[src/rtl/delta_lif_array.sv]
// Array of independent leaky integrate-and-fire neurons with delta-spike encoding.
// Each valid step leaks, integrates and thresholds every channel; outputs are registered.
module delta_lif_array #(
  parameter int WIDTH      = 8,
  parameter int N_CH       = 4,
  parameter int V_TH       = 200,
  parameter int DELTA_TH   = 10,
  parameter int BETA_SHIFT = 1,
  parameter int REFRAC     = 3
) (
  input  logic                      clk,
  input  logic                      rst,
  input  logic                      in_valid,
  input  logic [N_CH*WIDTH-1:0]     in_current,
  output logic                      out_valid,
  output logic [N_CH-1:0]           fire,
  output logic [N_CH-1:0]           dspike_pos,
  output logic [N_CH-1:0]           dspike_neg,
  output logic [N_CH*(WIDTH+1)-1:0] delta_out,
  output logic [N_CH*WIDTH-1:0]     state_out
);

  localparam int RW = (REFRAC > 0) ? $clog2(REFRAC + 1) : 1;
  localparam logic [WIDTH:0]         VTH_EXT   = (WIDTH+1)'(V_TH);
  localparam logic [RW-1:0]          REFRAC_LD = RW'(REFRAC);
  localparam logic signed [31:0]     DTH_POS   = 32'(DELTA_TH);
  localparam logic signed [31:0]     DTH_NEG   = -32'(DELTA_TH);

  logic [N_CH-1:0][WIDTH-1:0] cur;
  logic [N_CH-1:0][WIDTH-1:0] v_q, v_d;
  logic [N_CH-1:0][RW-1:0]    r_q, r_d;
  logic                       out_valid_q, out_valid_d;
  logic [N_CH-1:0]            fire_q, fire_d;
  logic [N_CH-1:0]            pos_q, pos_d;
  logic [N_CH-1:0]            neg_q, neg_d;
  logic [N_CH-1:0][WIDTH:0]   delta_q, delta_d;

  logic [WIDTH-1:0]   leak;
  logic [WIDTH:0]     sum;
  logic [WIDTH-1:0]   v_new;
  logic [WIDTH:0]     d;
  logic signed [31:0] d_ext;

  assign cur = in_current;

  always_comb begin
    v_d         = v_q;
    r_d         = r_q;
    out_valid_d = in_valid;
    fire_d      = '0;
    pos_d       = '0;
    neg_d       = '0;
    delta_d     = '0;
    leak        = '0;
    sum         = '0;
    v_new       = '0;
    d           = '0;
    d_ext       = '0;
    if (in_valid) begin
      for (int c = 0; c < N_CH; c++) begin
        leak  = v_q[c] - (v_q[c] >> BETA_SHIFT);
        // Sum kept one bit wider so an overflowing integration still crosses threshold.
        sum   = {1'b0, leak} + {1'b0, cur[c]};
        v_new = '0;
        if (r_q[c] != '0) begin
          r_d[c] = r_q[c] - RW'(1);
        end else if (sum >= VTH_EXT) begin
          r_d[c]    = REFRAC_LD;
          fire_d[c] = 1'b1;
        end else begin
          v_new = sum[WIDTH-1:0];
        end
        d        = {1'b0, v_new} - {1'b0, v_q[c]};
        d_ext    = {{(31-WIDTH){d[WIDTH]}}, d};
        pos_d[c] = (d_ext >= DTH_POS);
        neg_d[c] = (d_ext <= DTH_NEG);
        if (pos_d[c] || neg_d[c]) begin
          delta_d[c] = d;
        end
        v_d[c] = v_new;
      end
    end
  end

  always_ff @(posedge clk) begin
    if (rst) begin
      v_q         <= '0;
      r_q         <= '0;
      out_valid_q <= 1'b0;
      fire_q      <= '0;
      pos_q       <= '0;
      neg_q       <= '0;
      delta_q     <= '0;
    end else begin
      v_q         <= v_d;
      r_q         <= r_d;
      out_valid_q <= out_valid_d;
      fire_q      <= fire_d;
      pos_q       <= pos_d;
      neg_q       <= neg_d;
      delta_q     <= delta_d;
    end
  end

  assign out_valid  = out_valid_q;
  assign fire       = fire_q;
  assign dspike_pos = pos_q;
  assign dspike_neg = neg_q;
  assign delta_out  = delta_q;
  assign state_out  = v_q;

endmodule

[config.mk]
export PLATFORM = sky130hd
export DESIGN_NAME = delta_lif_array
export DESIGN_NICKNAME = d
export VERILOG_FILES = /design/src/rtl/delta_lif_array.sv
export SDC_FILE = /design/constraint.sdc
export NUM_CORES = 1
export LEC_CHECK = 0
export CAP_MARGIN = 25
export CELL_PAD_IN_SITES_DETAIL_PLACEMENT = 0
export CELL_PAD_IN_SITES_GLOBAL_PLACEMENT = 1
export CORE_UTILIZATION = 38
export DETAILED_ROUTE_END_ITERATION = 12
export GPL_TIMING_DRIVEN = 0
export PLACE_DENSITY = 0.87
export SETUP_SLACK_MARGIN = 0.15
export SYNTH_ARGS = -nofsm -noshare
export SYNTH_HDL_FRONTEND = slang
export SYNTH_SLANG_ARGS = --single-unit
[constraint.sdc]
create_clock -name clk -period 4.98 [get_ports clk]
set_input_delay 0.747 -clock clk [delete_from_list [all_inputs] [get_ports clk]]
set_output_delay 0.747 -clock clk [all_outputs]
set_load 0.1 [all_outputs]
Word-level counts from Yosys, hierarchy flattened
Index checks and enable logic that the tools add are counted.
Word-level totals
  word-level logic and storage cells: 101
  bits of input ports: 35
  register bits: 89
  output and inout port bits: 81
Cells by class
  reduce and logical (&&, ||, !) cells: 25
  multiplexer cells: 24
  bitwise gates (word level): 5
  order comparisons: 12
  add/sub/neg operators: 16
Operator list (count)
  8-bit 2-to-1 mux: 12
  8-bit by 8-bit adder with 9-bit output: 4
  9-bit by 5-bit >= comparator with 1-bit output, second input constant: 4
  9-bit by 8-bit >= comparator with 1-bit output, second input constant: 4
  9-bit by 5-bit less-or-equal comparator with 1-bit output, second input constant: 4
  8-bit by 8-bit subtractor with 9-bit output: 4
  8-bit by 7-bit subtractor with 8-bit output: 4
  3-bit OR reduction: 8
  2-bit 2-to-1 mux: 8
  2-bit nonzero test: 8
  2-bit AND reduction: 4
  2-bit by 1-bit subtractor with 2-bit output, second input constant: 4
  1-bit inverter: 5
  1-bit logical OR: 4
  1-bit 2-to-1 mux: 4
  2-bit OR reduction: 1

Longest topological paths before layout
Gate-level depths: netlist of run 1.
  word-level depth: 11
  gate-level depth with buffers: 27
  depth with buffers taken out: 26

Worst setup path before layout of run 1
Ideal clock, no wire load.
  kind: register -> register
  start: reg v_q, in the netlist state_out[17]
  end: reg delta_q, in the netlist delta_out[24]
  cell stages (with the launch flop): 25
  slack: -1.043 ns
  setup time: 0.144 ns
  clock period less this slack: 6.023 ns
  data arrival time: 5.878 ns
  data required time: 4.836 ns
  buffers on the path: 0
  cell sequence: dfxtp_1 -> ha_1 -> inv_1 -> fa_1 -> a21o_1 -> a21oi_1 -> o21bai_1 -> a21oi_1 -> xnor2_1 -> ha_1 -> a21oi_1 -> o21a_1 -> o31ai_1 -> xnor2_1 -> a2111oi_4 -> or3_2 -> inv_1 -> ha_1 -> nor2b_1 -> o21ai_0 -> a21boi_1 -> o32ai_1 -> xor2_1 -> a2111oi_4 -> a211oi_1
On the way
  cells in the longest elaborated chain, start to end: 11
  elaborated cells on any way between the ends: 12
  those cells by class: add/sub: 3; order compare: 3; mux: 3; bitwise: 1; reduce/logical: 2
RTL lines
  start: declaration: RTL line 30  | logic [N_CH-1:0][WIDTH-1:0] v_q, v_d;
  start signal: assignment: RTL line 95  | v_q <= v_d;
  8-bit by 7-bit subtractor with 8-bit output: RTL line 61  | leak = v_q[c] - (v_q[c] >> BETA_SHIFT);
  8-bit by 8-bit adder with 9-bit output: RTL line 63  | sum = {1'b0, leak} + {1'b0, cur[c]};
  9-bit by 8-bit >= comparator with 1-bit output: RTL line 67  | end else if (sum >= VTH_EXT) begin
  8-bit 2-to-1 mux: RTL line 67
  8-bit 2-to-1 mux: RTL line 65  | if (r_q[c] != '0) begin
  8-bit 2-to-1 mux: RTL line 59  | if (in_valid) begin
  8-bit by 8-bit subtractor with 9-bit output (*): RTL line 73  | d = {1'b0, v_new} - {1'b0, v_q[c]};
  9-bit by 5-bit >= comparator with 1-bit output / 9-bit by 5-bit less-or-equal comparator with 1-bit output (equally long branches): RTL line 75, 76
  1-bit logical OR: RTL line 77  | if (pos_d[c] || neg_d[c]) begin
  1-bit inverter (no line)
  3-bit OR reduction (no line)
  end signal: assignment: RTL line 101  | delta_q <= delta_d;
  end: declaration: RTL line 36  | logic [N_CH-1:0][WIDTH:0] delta_q, delta_d;
Mark *: on every way between the ends. The rest lies on a longest branch, timed or not. The select of a mux whose other input is x is not followed.
A chain may end at the register's enable or synchronous reset.

Final worst setup path of run 1
  start: reg v_q, in the netlist state_out[24]
  end: reg delta_q, in the netlist delta_out[28]
Same word-level chain as after synthesis.

==> key figures, run 1 <==
Synth
  – Synth Flop Type: dfxtp_1
  – Synth Area per Inst: 8.46 µm²
  – Number of synthesized register bits: 89
  – Sequential share of the synthesized area: 0.235
  – Post-synth EDFFs: 0
  – Post-synth ARST share: 0
  – Synth unique cells: 81
  – Net Count, Synth: 1,042
  – Cells after synthesis: 895
  – Yosys warning total: 0
  – Syn Std Cell Area: 0.00758 mm²

Finish
  – Share of cells above drive strength 1: 0.354
  – Commonest cells after routing, fill and taps aside: clkdlybuf4s50_1 (114), buf_4 (107), inv_1 (74), ha_1 (74), dfxtp_1 (62)
  – Leading cell type in the layout, fill and taps excluded: clkdlybuf4s50_1
  – Final Cell Area: 0.0117 mm²
  – Layout area overhead: 54.5%
  – Ant diodes: 0
  – Final Non-Filler Cells: 1,416
  – Final layout net count: 1,293
  – Fillers: 1,708

Route
  – DRT iter0 DRCs: 319
  – Vias: 7,490
  – Final WL: 22,800 µm
  – Drt pass-1 iters: 5
  – Routed len/inst: 16.1 µm
  – DRC: 0
  – Final ANT Viol Nets: 0
  – Via density: 5.29

Global routing
  – Aggregate global-route resource usage: 0.216
  – Largest net degree at the start of global routing: 17
  – Vias in the first global route: 7,108
  – Initial antenna violation count: 0
  – Total grt overflow: 0
  – First-pass GRT wire length: 34,600 µm

Floorplan
  – Core area: 0.0195 mm²
  – Die Y: 143 µm
  – Die ar.: 0.0205 mm²
  – Die W: 143 µm
  – # rows: 51
  – I/O pins: 116
  – Initial Util: 0.388

Clock tree
  – H-tree Lvls: 3
  – Clk root buf: clkbuf_16
  – Hold_buf cts: 0
  – Num CTS Buffers: 9
  – Total clock sinks: 89
  – Clk slew on worst S/H paths: 0.08 ns
  – TritonCTS clock tree: yes
  – Clk_lat worst skew: 0.36 ns
  – Clock buffer depth: 2

Timing
  – Final setup violation count: 36
  – WHS: 0.478 ns
  – Max Slew Vio Count: 0
  – RSZ-0062 raised after global routing: yes
  – Max frequency: 0.191 GHz
  – Final Hold Viols: 0
  – Final WS setup: -0.245 ns
  – Tmin final: 5.22 ns
  – Clk_skew: 0.0150 ns
  – Rel. slew slack: 0.329
  – Fin crit share: 1.05
  – Slew @ Worst Pin: 1.00 ns

Placement
  – # port buffers: 114
  – Placed Cells: 1,274
  – RePlAce Congestion: 0.843
  – Detailed placer's ending HPWL: 15,600 µm
  – Post-DP Area: 0.00945 mm²

Critical path
  – CP startpoint kind: flop
  – Crit path largest cell delay: 0.51 ns
  – Slowest CP cell: or4_4
  – Critical path data arrival time: 5.46 ns
  – Kind of critical path: reg -> reg
  – CP Max Fanout: 6
  – CP Capture Type: flop
  – Required @ worst endpoint: 5.22 ns

Outcome
  – Failing checks: setup timing
  – Status: complete, but fails checks

Flow run
  – Max cap viols: 0

Hold path
  – HP Class: reg -> reg
area by class of cell:
cell class              instances  area [µm²]  share of cell area
clock inverters                 5        37.5             0.00321
plain buffers                  24         151              0.0129
multi-input cells             688        6530               0.558
repair buffers                240        2150               0.183
well taps                     265         332              0.0283
clock buffers                  11         275              0.0235
flip-flops and latches         89        1860               0.159
inverters                      94         377              0.0322
final timing paths:
check                 from             to  slack, ns  cells past startpoint
max          state_out[24]  delta_out[28]      -0.24                     26
min                 r_q[5]         r_q[5]       0.48                      2
max reg2reg  state_out[24]  delta_out[28]      -0.24                     26
min reg2reg         r_q[5]         r_q[5]       0.48                      2
critical path: cells and delay by family (launching register included):
family | cells | cell delay (ns)
buf+inv | 5 | 0.54
fa+ha+maj | 4 | 0.97
simple gates | 7 | 1.47
xor+xnor | 1 | 0.17
compound gates | 9 | 1.59
flops | 1 | 0.35
cells in the mapped netlist (all sizes together) (7+ instances only):
library cell  count  area (µm²)
a211oi           13         103
a21o             35         263
a21oi            62         325
a31o              7        61.3
a31oi             9        56.3
and3              7        43.8
buf               8        57.6
clkbuf           16        60.1
dfxtp            89        1780
fa               12         240
ha              100        1250
inv              93         349
nand2            53         199
nand2b            8        50.1
nand3            17        85.1
nor2             64         243
nor2b            14        95.1
nor3             35         180
nor3b            12        90.1
o211ai            8        65.1
o21a             13        97.6
o21ai            33         165
o21bai            9        67.6
o22ai             7        43.8
o31ai             8        73.8
o32ai            18         195
or2               8        52.6
or3               7        45.1
xnor2            35         314
xor2             29         254
kinds of logic after synthesis:
kind of cell | Yosys count | share of synthesized area
DFF | 89 | 0.235
buffers and inverters | 118 | 0.0621
and+or+nand+nor | 247 | 0.165
adders and majority gates | 112 | 0.197
AOI/OAI and AO/OA | 260 | 0.259
xor gates and xnor gates | 64 | 0.0750
muxes | 5 | 0.00677
per-layer routing:
layer,GRT usage,part of all wire
met1,0.281,0.46
met2,0.363,0.48
met3,0.0285,0.035
met4,0.0815,0.028
met5,0,0
per-stage QoR:
| step | util | setup slack [ns] | setup TNS, ns |
|---|---|---|---|
| floorplan | - | -0.107 | -1.26 |
| global placement | 0.484 | -0.584 | -16.48 |
| detailed placement | 0.484 | -0.646 | -18.17 |
| CTS | 0.556 | -0.138 | -1.35 |
| global route | 0.599 | -0.495 | -13.18 |
| finish | 0.599 | -0.245 | -3.23 |
repair_timing:
| item | CTS | global route |
|---|---|---|
| gates cloned | 1 | 0 |
| pin swaps | 103 | 93 |
| buffers inserted | 85 | 40 |
| resized for setup | 104 | 111 |
| endpoints found under the setup margin | 44 | 44 |
sequential cells by signal (all words and copies together) (netlist names):
signal      cells
fire            4
delta_out      36
r_q             8
dspike_pos      4
dspike_neg      4
out_valid       1
state_out      32
Power of run 1 is left out: the tool's default activity adds up to more than one toggle a clock period on the data nets, which glitch-free logic cannot reach.
==> run 2, diff against run 1 <==
PLACE_DENSITY = default   (was 0.87)
PLACE_DENSITY_LB_ADDON = 0.1   (was default)
==> run 2 against run 1 <==
Compared with the run above: the flow still finishes with violations (setup timing); wire length is 4.4% higher; die area stayed put; worst hold slack worse by 0.013 ns; global-route usage is 1.5 points higher.
==> key figures, run 2 (synthesized netlist as in run 1, its figures left out) <==
Outcome
  – Status: complete, but fails checks
  – Failing checks: setup timing

Finish
  – Share of cells above drive strength 1: 0.367
  – Final layout net count: 1,311
  – Ant diodes: 0
  – Core Util, Final: 0.604
  – Final Cell Area: 0.0118 mm²
  – Commonest cells after routing, fill and taps aside: buf_4 (125), clkdlybuf4s50_1 (114), inv_1 (76), ha_1 (76), dfxtp_1 (62)
  – Number of flip-flops in the largest register: 36
  – Leading cell type in the layout, fill and taps excluded: buf_4
  – Layout area overhead: 55.6%

Clock tree
  – Total clock sinks: 89
  – Clock buffer depth: 2
  – Clk slew on worst S/H paths: 0.07 ns
  – H-tree Lvls: 3
  – Clk_lat worst skew: 0.35 ns
  – TritonCTS clock tree: yes
  – Num CTS Buffers: 9
  – Clk root buf: clkbuf_16

Timing
  – Final Hold Viols: 0
  – Clk_skew: 0.00794 ns
  – Fin crit share: 1.05
  – RSZ-0062 raised after global routing: yes
  – Max Slew Vio Count: 0
  – Slew @ Worst Pin: 1.01 ns
  – Rel. slew slack: 0.322
  – Tmin final: 5.25 ns
  – Final setup violation count: 27
  – Final WS setup: -0.269 ns
  – Max frequency: 0.191 GHz
  – Setup tns final: -4.09 ns

Critical path
  – Reg2Reg Setup Slack: -0.27 ns
  – CP Capture Type: flop
  – CP startpoint kind: flop
  – Critical path data arrival time: 5.48 ns
  – Kind of critical path: reg -> reg
  – Reg-to-Reg End: delta_out[29]
  – R2r startpoint: state_out[24]
  – CP Max Fanout: 4
  – Required @ worst endpoint: 5.21 ns
  – Reg2Reg Depth: 26

Route
  – DRT iter0 DRCs: 314
  – Routed len/inst: 16.6 µm
  – Drt pass-1 iters: 5
  – Final WL: 23,800 µm
  – DRC: 0
  – Via density: 5.21
  – Final ANT Viol Nets: 0
  – Vias: 7,467

Global routing
  – Vias in the first global route: 7,173
  – Initial antenna violation count: 0
  – Aggregate global-route resource usage: 0.231
  – Largest net degree at the start of global routing: 15
  – First-pass GRT wire length: 37,000 µm
  – Total grt overflow: 0

Hold path
  – Hold path start: r_q[5]
  – WHS Path Cells: 2
  – HP Class: reg -> reg
  – Hold EP: r_q[5]

Floorplan
  – # rows: 51
  – Die Y: 143 µm
  – I/O pins: 116
  – Die W: 143 µm
  – Initial Util: 0.388
  – Core area: 0.0195 mm²
  – Die ar.: 0.0205 mm²

Placement
  – Post-DP Area: 0.00945 mm²
  – RePlAce Congestion: 0.859
  – Pre-CTS setup slack: -0.707 ns
  – Detailed placer's ending HPWL: 16,400 µm
  – # port buffers: 114

Flow run
  – Max cap viols: 0
==> run 2: changes by cell type in the layout (fill, tap and decap cells not counted), sizes merged <==
cell      delta
inv          -2
bufbuf       +1
clkinvlp     -1
clkinv       +1
buf         +17
clkbuf       +1
==> run 2: layout make-up <==
type	count	area, µm²
inverters	94	370
fillers	1740	7740
clock buffers	12	258
plain buffers	24	149
multi-input cells	688	6490
flip-flops and latches	89	1860
repair buffers	258	2320
well taps	265	332
clock inverters	3	16.3
==> run 2: how the worst max path moves through the flow <==
stage	start	endpoint	slack [ns]	cells past startpoint
2_1_floorplan	state_out[17]	delta_out[23]	-0.11	25
3_3_place_gp	in_current[24]	delta_out[29]	-0.70	20
3_5_place_dp	in_current[24]	delta_out[29]	-0.71	20
4_1_cts	state_out[24]	delta_out[27]	-0.11	25
5_1_grt	state_out[16]	delta_out[24]	-0.46	29
6_report	state_out[24]	delta_out[29]	-0.27	26
==> run 2: repair_timing <==
item | in CTS | in global routing
endpoints found under the hold margin | 0 | 0
endpoints found under the setup margin | 44 | 44
resized for setup | 118 | 89
pin swaps | 112 | 99
cloned | 3 | 1
hold buffers | 0 | 0
setup buffers | 93 | 47
==> run 2: worst max-delay path, cell delays in order, from the launching register on <==
cell and delay, ns:
dfxtp_4 0.36, inv_2 0.06, ha_4 0.12, inv_2 0.04, fa_2 0.34, a21o_1 0.17
a21oi_2 0.17, o21bai_1 0.09, a21oi_1 0.17, xnor2_1 0.15, ha_1 0.29, and3_4 0.20
a221oi_4 0.25, buf_6 0.15, a311oi_4 0.12, buf_4 0.17, o21ai_4 0.23, ha_4 0.17
inv_2 0.04, fa_2 0.36, a21oi_2 0.15, nor2b_2 0.08, a31oi_4 0.22, xnor2_2 0.10
or4_4 0.53, nor3_4 0.32, nor3b_2 0.08
==> run 2: routing by layer <==
metal	up-vias	part of all wire	track usage	routed length (µm)
met2	128	0.47	0.380	11200
met5	-	0	0	0
met1	3562	0.48	0.313	11300
li1	3758	-	-	-
met4	0	0.013	0.0685	320
met3	19	0.038	0.0312	902
==> run 2: through the flow <==
| stage | cells | hold WS (ns) |
|---|---|---|
| floorplan | 895 | 0.438 |
| global placement | 1274 | 0.455 |
| detailed placement | 1274 | 0.458 |
| CTS | 1385 | 0.467 |
| global route | 1433 | 0.484 |
| finish | 1433 | 0.465 |
Power of run 2 is left out for the same reason.
